<file path="config.mk">
export PLATFORM = sky130hd
export DESIGN_NAME = mem_arbiter_flat
export DESIGN_NICKNAME = d
export VERILOG_FILES = /design/src/rtl/mem_arbiter_if.sv /design/src/rtl/mem_arbiter.sv /design/src/flat_wrapper.sv
export SDC_FILE = /design/constraint.sdc
export NUM_CORES = 1
export LEC_CHECK = 0
export CAP_MARGIN = 0
export CORE_AREA = 4 4 102 104
export DETAILED_ROUTE_END_ITERATION = 12
export DIE_AREA = 0 0 106 108
export PLACE_DENSITY = 0.65
export SLEW_MARGIN = 10
export SYNTH_ARGS = -nofsm -noshare
export SYNTH_HDL_FRONTEND = slang
export SYNTH_SLANG_ARGS = --single-unit
</file>
<file path="constraint.sdc">
create_clock -name CLK -period 1.7 [get_ports CLK]
set_clock_uncertainty 0.2 [all_clocks]
set_input_delay 0.34 -clock CLK [delete_from_list [all_inputs] [get_ports CLK]]
set_output_delay 0.34 -clock CLK [all_outputs]
set_load 0.01 [all_outputs]
</file>
<file path="src/rtl/mem_arbiter_if.sv">
// Bus bundle between icache, dcache, the memory arbiter and the shared RAM.
// The slave modport is the arbiter's view; master is the caches'/RAM model's view.
interface mem_arbiter_if;
  logic        iREN;
  logic [31:0] iaddr;
  logic        iwait;
  logic [31:0] iload;

  logic        dREN;
  logic        dWEN;
  logic [31:0] daddr;
  logic [31:0] dstore;
  logic        dwait;
  logic [31:0] dload;

  logic        ramREN;
  logic        ramWEN;
  logic [31:0] ramaddr;
  logic [31:0] ramstore;
  logic [31:0] ramload;
  logic        ramwait;

  modport slave (
    input  iREN, iaddr, dREN, dWEN, daddr, dstore, ramload, ramwait,
    output iwait, iload, dwait, dload, ramREN, ramWEN, ramaddr, ramstore
  );

  modport master (
    output iREN, iaddr, dREN, dWEN, daddr, dstore, ramload, ramwait,
    input  iwait, iload, dwait, dload, ramREN, ramWEN, ramaddr, ramstore
  );
endinterface

</file>
<file path="src/rtl/mem_arbiter.sv">
// Shares one RAM port between icache and dcache; dcache two-word bursts are never split.
// Define MEM_ARBITER_RR_EN for round-robin arbitration; default is fixed dcache priority.
module mem_arbiter (
  input logic          CLK,
  input logic          nRST,
  mem_arbiter_if.slave bus
);

  typedef enum logic [1:0] {
    IDLE  = 2'd0,
    GNT_I = 2'd1,
    GNT_D = 2'd2
  } state_t;

  typedef enum logic {
    GRANT_I = 1'b0,
    GRANT_D = 1'b1
  } grant_t;

  state_t      r_state;
  state_t      w_nextState;
  grant_t      r_lastGrant;
  grant_t      w_nextLastGrant;
  grant_t      w_winner;
  logic [1:0]  r_burstCnt;
  logic [1:0]  w_nextBurstCnt;

  logic        w_dReq;
  logic        w_wordDone;
  logic        w_burstDone;

  logic        w_iwait;
  logic [31:0] w_iload;
  logic        w_dwait;
  logic [31:0] w_dload;
  logic        w_ramREN;
  logic        w_ramWEN;
  logic [31:0] w_ramaddr;
  logic [31:0] w_ramstore;

  assign w_dReq      = bus.dREN | bus.dWEN;
  assign w_wordDone  = (r_state == GNT_D) && !bus.ramwait;
  // The second completed word closes the burst on the same edge the counter reaches 2.
  assign w_burstDone = w_wordDone && (r_burstCnt == 2'd1);

  // Winner of a request seen in IDLE; depends only on requests, never on ramwait.
  always_comb begin
    w_winner = GRANT_I;
    if (w_dReq && bus.iREN) begin
`ifdef MEM_ARBITER_RR_EN
      w_winner = (r_lastGrant == GRANT_D) ? GRANT_I : GRANT_D;
`else
      w_winner = GRANT_D;
`endif
    end else if (w_dReq) begin
      w_winner = GRANT_D;
    end
  end

  always_comb begin
    w_nextState     = r_state;
    w_nextLastGrant = r_lastGrant;
    w_nextBurstCnt  = r_burstCnt;
    w_iwait         = 1'b1;
    w_iload         = 32'd0;
    w_dwait         = 1'b1;
    w_dload         = 32'd0;
    w_ramREN        = 1'b0;
    w_ramWEN        = 1'b0;
    w_ramaddr       = 32'd0;
    w_ramstore      = 32'd0;

    case (r_state)
      IDLE: begin
        if (w_dReq || bus.iREN) begin
          w_nextState     = (w_winner == GRANT_D) ? GNT_D : GNT_I;
          w_nextLastGrant = w_winner;
        end
      end

      GNT_I: begin
        w_ramREN  = bus.iREN;
        w_ramaddr = bus.iaddr;
        w_iwait   = bus.ramwait;
        w_iload   = bus.ramload;
        if (!bus.iREN || !bus.ramwait) begin
          w_nextState = IDLE;
        end
      end

      GNT_D: begin
        // A simultaneous read and write is treated as a write.
        w_ramWEN   = bus.dWEN;
        w_ramREN   = bus.dREN & ~bus.dWEN;
        w_ramaddr  = bus.daddr;
        w_ramstore = bus.dstore;
        w_dwait    = bus.ramwait;
        w_dload    = bus.ramload;
        if (!w_dReq || w_burstDone) begin
          w_nextState = IDLE;
        end
      end

      default: begin
        w_nextState = IDLE;
      end
    endcase

    if ((r_state != GNT_D) && (w_nextState == GNT_D)) begin
      w_nextBurstCnt = 2'd0;
    end else if (w_wordDone && (r_burstCnt != 2'd2)) begin
      w_nextBurstCnt = r_burstCnt + 2'd1;
    end
  end

  always_ff @(posedge CLK or negedge nRST) begin
    if (!nRST) begin
      r_state     <= IDLE;
      r_lastGrant <= GRANT_I;
      r_burstCnt  <= 2'd0;
    end else begin
      r_state     <= w_nextState;
      r_lastGrant <= w_nextLastGrant;
      r_burstCnt  <= w_nextBurstCnt;
    end
  end

  assign bus.iwait    = w_iwait;
  assign bus.iload    = w_iload;
  assign bus.dwait    = w_dwait;
  assign bus.dload    = w_dload;
  assign bus.ramREN   = w_ramREN;
  assign bus.ramWEN   = w_ramWEN;
  assign bus.ramaddr  = w_ramaddr;
  assign bus.ramstore = w_ramstore;

endmodule

</file>
<file path="src/flat_wrapper.sv">
// flat-port wrapper written by rule: the top's interface ports become plain ports
module mem_arbiter_flat 
  (CLK, nRST, bus_iREN, bus_iaddr, bus_dREN, bus_dWEN, bus_daddr, bus_dstore, bus_ramload, bus_ramwait, bus_iwait, bus_iload, bus_dwait, bus_dload, bus_ramREN, bus_ramWEN, bus_ramaddr, bus_ramstore);
  mem_arbiter_if bus_i ();
  input logic CLK;
  input logic nRST;
  input wire logic [$bits(bus_i.iREN)-1:0] bus_iREN;
  input wire logic [$bits(bus_i.iaddr)-1:0] bus_iaddr;
  input wire logic [$bits(bus_i.dREN)-1:0] bus_dREN;
  input wire logic [$bits(bus_i.dWEN)-1:0] bus_dWEN;
  input wire logic [$bits(bus_i.daddr)-1:0] bus_daddr;
  input wire logic [$bits(bus_i.dstore)-1:0] bus_dstore;
  input wire logic [$bits(bus_i.ramload)-1:0] bus_ramload;
  input wire logic [$bits(bus_i.ramwait)-1:0] bus_ramwait;
  output wire logic [$bits(bus_i.iwait)-1:0] bus_iwait;
  output wire logic [$bits(bus_i.iload)-1:0] bus_iload;
  output wire logic [$bits(bus_i.dwait)-1:0] bus_dwait;
  output wire logic [$bits(bus_i.dload)-1:0] bus_dload;
  output wire logic [$bits(bus_i.ramREN)-1:0] bus_ramREN;
  output wire logic [$bits(bus_i.ramWEN)-1:0] bus_ramWEN;
  output wire logic [$bits(bus_i.ramaddr)-1:0] bus_ramaddr;
  output wire logic [$bits(bus_i.ramstore)-1:0] bus_ramstore;
  assign bus_i.iREN = bus_iREN;
  assign bus_i.iaddr = bus_iaddr;
  assign bus_i.dREN = bus_dREN;
  assign bus_i.dWEN = bus_dWEN;
  assign bus_i.daddr = bus_daddr;
  assign bus_i.dstore = bus_dstore;
  assign bus_i.ramload = bus_ramload;
  assign bus_i.ramwait = bus_ramwait;
  assign bus_iwait = bus_i.iwait;
  assign bus_iload = bus_i.iload;
  assign bus_dwait = bus_i.dwait;
  assign bus_dload = bus_i.dload;
  assign bus_ramREN = bus_i.ramREN;
  assign bus_ramWEN = bus_i.ramWEN;
  assign bus_ramaddr = bus_i.ramaddr;
  assign bus_ramstore = bus_i.ramstore;
  mem_arbiter u_core (.CLK(CLK), .nRST(nRST), .bus(bus_i));
endmodule
</file>
==> results.toml, run 1 <==
[yosys]
synth_nets = 362
yosysMostFrequentCell = "and2_1"
synth-edff-count = 0
ys_seq_area_share_pct = 6.706
syn_area_mm2 = 0.001493
synth_top_flop_cell = "dfrtp_1"
synthArstFlopShare_pct = 100.0
syn_avg_cell_area_um2 = 6.724
yosys-top-cells-count = "96 x and2_1, 33 x nor2b_1, 32 x a22oi_1, 14 x clkbuf_1, 6 x ha_1"
synth_top_area_cell = "and2_1"
synth_seq_cells = 4
synth_top_area_share_pct = 40.23
syn-instance-count = 222
synth_area_leaders = "and2_1 40%, a22oi_1 16%, nor2b_1 14%"
yosys_warnings = 0
ys_types = 26

[power]
switchingPower_w = 0.003147
p_leak_nw = 2.623
swShare_pct = 37.49
power_frac_comb_pct = 95.6
p_total_w = 0.008395
p_int_w = 0.005248
power.density_mw_per_mm2 = 1414
seqPwrFrac_pct = 2.0
p_clk_share_pct = 2.4
vdd_drop_max_uv = 750.2

[drt]
drc = 0
ant_nets = 0
wl_um = 13120
firstDrtPassIters = 4
drt_iter0_drc = 50
wl_per_cell_um = 19.61
num_vias = 2860
viasPerCell = 4.275

[place]
dp_hpwl_um = 8386
gp_congestion = 0.8100
place_inst = 610
place_ws_ns = -0.5753
place_area_mm2 = 0.004541
io_buffers = 265

[floorplan]
rows = 36
design.core.area_mm2 = 0.009549
io_pins = 266
die_h_um = 108
initial_utilization_pct = 15.63
fp.dieW_um = 106
dieArea_mm2 = 0.01145

[clocking]
cts_tree = "yes"
insertion_delay_ns = 0.22
clkSinkCount = 4
cts_buffers = 3
clkTransAtPathRegs_ns = 0.03
cts_root_buffer = "clkbuf_8"
clockBufferDepth = 2
ctsHtreeMaxLevel = 1

[sta]
hold_viol = 0
setup_viol = 136
fmax_mhz = 462.6
rsz0062_at_grt = "yes"
finalWorstSetupSlack_ns = -0.4618
period_minus_slack_ns = 2.162
maxSlewHeadroom_pct = 77.52
tightest_slew_ns = 0.3337
slew_viol_final = 0
period_share_pct = 127.2

[global_routing]
grt_use_total_pct = 20.35
gr-total-overflow = 0
grt_pass1_vias = 2926
grt_max_degree = 18
antenna_found_initial = 0
grt_pass1_wl_um = 18040

[cells_and_area]
postLayoutCellArea_mm2 = 0.005936
syn_to_final_growth_pct = 297.7
final_nets = 678
stdcell_count = 669
post-route-util_pct = 62.16
drive_gt1_share_pct = 71.08
n_fill_cell = 836
n_antenna_cell = 0

[worst_setup_path]
cpPeakStageDelay_ns = 0.39
critical_path_class = "reg2out"
r2r-start = "u_core.r_state[0]"
endpoint_kind = "output pin"
worstPathRequired_ns = 1.16
cp_cell_sequence = "buf_6 > ha_4 > buf_12 > buf_16 > a22oi_2 > nor2b_2 > buf_2"
worst_ep_arrival_time_ns = 1.62
worstSetupStartpointType = "register"
crit_fanout = 6
cp_slowest_cell = "dfrtp_1"
critPathTopFamily = "buffers and inverters"
cp-startpoint = "u_core.r_state[1]"
cp_num_buf_inv = 4

[hold_path]
min_path_type = "in2async"

[run]
maxCapViolations = 0

[run_status]
status = "finished, violations left"
failed_checks = "negative setup slack"
routing by layer:
metal / vias up / share of wire, % / global-route usage, %
met4: 0 / 1.3 / 3.053
met2: 121 / 54 / 39.21
li1: 1371 / - / -
met5: - / 0 / 0
met3: 14 / 5.8 / 4.597
met1: 1354 / 39 / 23.31
worst register-to-register path: stages (launching register included):
cell and delay, ns:
dfrtp_1 0.38, inv_2 0.12, ha_4 0.25, buf_12 0.17
buf_16 0.13, buf_8 0.11, nand2b_4 0.07, nor2_4 0.10
mux2_4 0.31, a21oi_2 0.11
power by group through the flow:
stage                     Combinational, W  Sequential [W]  Clock, W
after detailed placement           0.00476        0.000163         0
after floorplan                    0.00233        0.000169         0
after global placement             0.00472        0.000161         0
after CTS                          0.00736        0.000165  0.000204
after global routing               0.00840        0.000177  0.000207
final                              0.00803        0.000169  0.000197
path summary, 6_finish.rpt:
kind                                        endpoint  slack (ns)  cells after the start
worst max-delay path                  bus_ramaddr[5]       -0.46                      7
max in group asynchronous       u_core.r_burstCnt[1]        0.97                      1
min in group CLK                u_core.r_burstCnt[0]        0.42                      2
worst min-delay path               u_core.r_state[0]        0.14                      1
worst max register to register  u_core.r_burstCnt[1]       -0.33                      9
worst min register to register  u_core.r_burstCnt[0]        0.42                      2
placed cells by master, fill, tap and decap left out, drive strengths merged, types with 2 or more instances in the layout:
cell | netlist | layout
a21oi | 3 | 3
a22oi | 32 | 32
nor2 | 2 | 2
nand2b | 3 | 3
ha | 6 | 6
inv | 4 | 4
nand4 | 3 | 3
and2 | 97 | 97
buf | 7 | 200
nor2b | 33 | 33
clkdlybuf4s50 | 0 | 133
nand2 | 3 | 3
clkbuf | 15 | 3
dfrtp | 4 | 4
cells by family after synthesis:
| kind of cell | after synthesis | share of synthesized area (%) |
|---|---|---|
| AOI/OAI and AO/OA | 40 | 19.45 |
| xor gates and xnor gates | 1 | 0.5869 |
| adders and majority gates | 6 | 5.029 |
| buffers and inverters | 26 | 7.543 |
| DFF | 4 | 6.706 |
| muxes | 1 | 0.7543 |
| and+or+nand+nor | 144 | 59.93 |
cell type report:
class                           count  area (um^2)  area share, %
Clock buffer                        3        41.29         0.6956
Inverter                            4        15.01         0.2530
Multi-Input combinational cell    192         1884          31.75
Sequential cell                     4        100.1          1.686
Tap cell                          133        166.4          2.804
Timing Repair Buffer              333         3729          62.82
timing repair:
item / 4_1_cts / 5_1_grt
buffers inserted: 36 / 12
resized for setup: 733 / 90
cloned: 16 / 0
hold buffers: 0 / 0
pin swaps: 19 / 23
setup endpoints to repair: 135 / 136
through the flow:
| step | setup TNS, ns | hold WS [ns] |
|---|---|---|
| after global routing | -53.21 | 0.1497 |
| after detailed placement | -62.98 | 0.3719 |
| final | -46.02 | 0.1433 |
| after floorplan | -1.554 | -0.1556 |
| after global placement | -61.08 | 0.3620 |
| after CTS | -45.96 | 0.1413 |
registers in the layout, indices dropped and copies added (netlist names):
register / flops
u_core.r_burstCnt: 2
u_core.r_state: 2
Power figures use the tool's default switching activity.
==> run 2, diff against run 1 <==
--- a/config.mk
+++ b/config.mk
@@ -6,9 +6,9 @@
 export NUM_CORES = 1
 export LEC_CHECK = 0
 export CAP_MARGIN = 0
-export CORE_AREA = 4 4 102 104
+export CORE_AREA = 3 3 101 103
 export DETAILED_ROUTE_END_ITERATION = 12
-export DIE_AREA = 0 0 106 108
+export DIE_AREA = 0 0 104 106
 export PLACE_DENSITY = 0.65
 export SLEW_MARGIN = 10
 export SYNTH_ARGS = -nofsm -noshare
==> run 2 against run 1 <==
Sequential power grew 2%. Die area down 3.7%. Core utilization decreased by 0.27 points. Largest cell class unchanged. The run still ends with negative setup slack left. Sequential share of layout area up 0.056 points. Critical path type unchanged. Combinational power is 6.5% lower. First-iteration DRC count grew 44%.
==> results.toml, run 2 (synthesized netlist as in run 1, its figures left out) <==
[global_routing]
antenna_found_initial = 0
grt_pass1_vias = 2724
grt_use_total_pct = 18.97
gr-total-overflow = 0
grt_max_degree = 32
grt_pass1_wl_um = 16590

[cells_and_area]
stdcell_count = 654
n_antenna_cell = 0
largestRegisters = "u_core.r_burstCnt (2), u_core.r_state (2)"
final_nets = 667
layout_common_cells = "133 x clkdlybuf4s50_1, 115 x buf_6, 95 x and2_4"
syn_to_final_growth_pct = 284.9
final_common_cell = "clkdlybuf4s50_1"
drive_gt1_share_pct = 70.10

[sta]
rsz0062_at_grt = "yes"
hold_viol = 0
period_share_pct = 127.6
maxSlewHeadroom_pct = 73.30
fmax_mhz = 460.9
slew_viol_final = 0
tightest_slew_ns = 0.3963
finalWorstSetupSlack_ns = -0.4698
setup_viol = 136
period_minus_slack_ns = 2.170

[drt]
drc = 0
drt_iter0_drc = 72
wl_um = 12270
viasPerCell = 4.306
firstDrtPassIters = 4
wl_per_cell_um = 18.76
num_vias = 2816
ant_nets = 0

[floorplan]
io_pins = 266
rows = 35
die_h_um = 106
fp.dieW_um = 104
design.core.area_mm2 = 0.009284
initial_utilization_pct = 16.08
dieArea_mm2 = 0.01102

[worst_setup_path]
crit_fanout = 5
worstSetupStartpointType = "register"
endpoint_kind = "output pin"
worstPathRequired_ns = 1.16
worst_ep_arrival_time_ns = 1.63
critical_path_class = "reg2out"

[clocking]
cts_buffers = 3
clockBufferDepth = 2
ctsHtreeMaxLevel = 1
ctsHoldBuffers = 0
cts_tree = "yes"
clkTransAtPathRegs_ns = 0.03
clkSinkCount = 4
cts_root_buffer = "clkbuf_8"
insertion_delay_ns = 0.22

[power]
switchingPower_w = 0.002967
swShare_pct = 37.63
p_clk_share_pct = 2.5
seqPwrFrac_pct = 2.2
power_frac_comb_pct = 95.3
p_leak_nw = 2.534
power.density_mw_per_mm2 = 1372
p_int_w = 0.004918
vdd_drop_max_uv = 592.7

[place]
gp_congestion = 0.8422
dp_hpwl_um = 8467
place_inst = 611
io_buffers = 265
place_ws_ns = -0.6032

[run_status]
status = "finished, violations left"
failed_checks = "negative setup slack"

[hold_path]
min_path_type = "in2async"

[run]
maxCapViolations = 0
run 2: changes by cell type in the layout (fill, tap and decap cells not counted), sizes merged:
cell	delta
buf	-18
clkbuf	+7
run 2: cell type report:
class                   count  area (um^2)
repair buffers            322         3545
well taps                 129        161.4
multi-input cells         192         1883
flip-flops and latches      4        100.1
clock buffers               3        41.29
inverters                   4        15.01
fillers                   812         3538
run 2: path summary, 6_finish.rpt:
path / startpoint / endpoint / slack (ns) / depth (start not counted)
worst max-delay path: u_core.r_state[0] / bus_ramaddr[9] / -0.47 / 8
worst min-delay path: nRST / u_core.r_state[0] / 0.13 / 1
worst max register to register: u_core.r_state[1] / u_core.r_burstCnt[1] / -0.23 / 9
worst min register to register: u_core.r_burstCnt[0] / u_core.r_burstCnt[0] / 0.41 / 2
max in group asynchronous: nRST / u_core.r_burstCnt[1] / 1.01 / 1
min in group CLK: u_core.r_burstCnt[0] / u_core.r_burstCnt[0] / 0.41 / 2
run 2: power groups by stage:
| stage | sequential [W] | combinational [W] | clock (W) |
|---|---|---|---|
| floorplan | 0.000169 | 0.00233 | 0 |
| CTS | 0.000174 | 0.00580 | 0.000205 |
| finish | 0.000173 | 0.00751 | 0.000200 |
| global route | 0.000179 | 0.00789 | 0.000215 |
| global placement | 0.000163 | 0.00480 | 0 |
| detailed placement | 0.000166 | 0.00485 | 0 |
run 2: per-stage QoR:
step	hold WS [ns]	instance area [um^2]	total power [W]	setup TNS [ns]	utilization (%)
after floorplan	-0.1556	1733	0.002502	-1.554	-
after global placement	0.3629	4573	0.004965	-62.89	49.26
after detailed placement	0.3623	4573	0.005014	-66.72	49.26
after CTS	0.1308	5027	0.006180	-48.13	54.15
after global routing	0.1368	5746	0.008289	-56.52	61.89
final	0.1253	5746	0.007885	-47.73	61.89
run 2: worst max-delay path, stage by stage (launching register included):
cell and delay, ns:
dfrtp_1 0.39, buf_6 0.13, ha_4 0.19, buf_12 0.14
buf_12 0.13, buf_6 0.11, a22oi_2 0.12, nor2b_2 0.06
buf_2 0.13
run 2: routing by layer:
layer | track usage (%) | up-vias | wire length (um)
li1 | - | 1343 | -
met1 | 21.35 | 1327 | 4694
met2 | 37.47 | 133 | 6774
met3 | 4.007 | 13 | 675
met4 | 2.184 | 0 | 125
met5 | 0 | - | 0
run 2: what timing repair did:
action | CTS | global route
setup endpoints to repair | 135 | 136
gates cloned | 8 | 9
buffers inserted | 21 | 6
endpoints found under the hold margin | 0 | 0
pin swaps | 24 | 8
resized for setup | 664 | 140
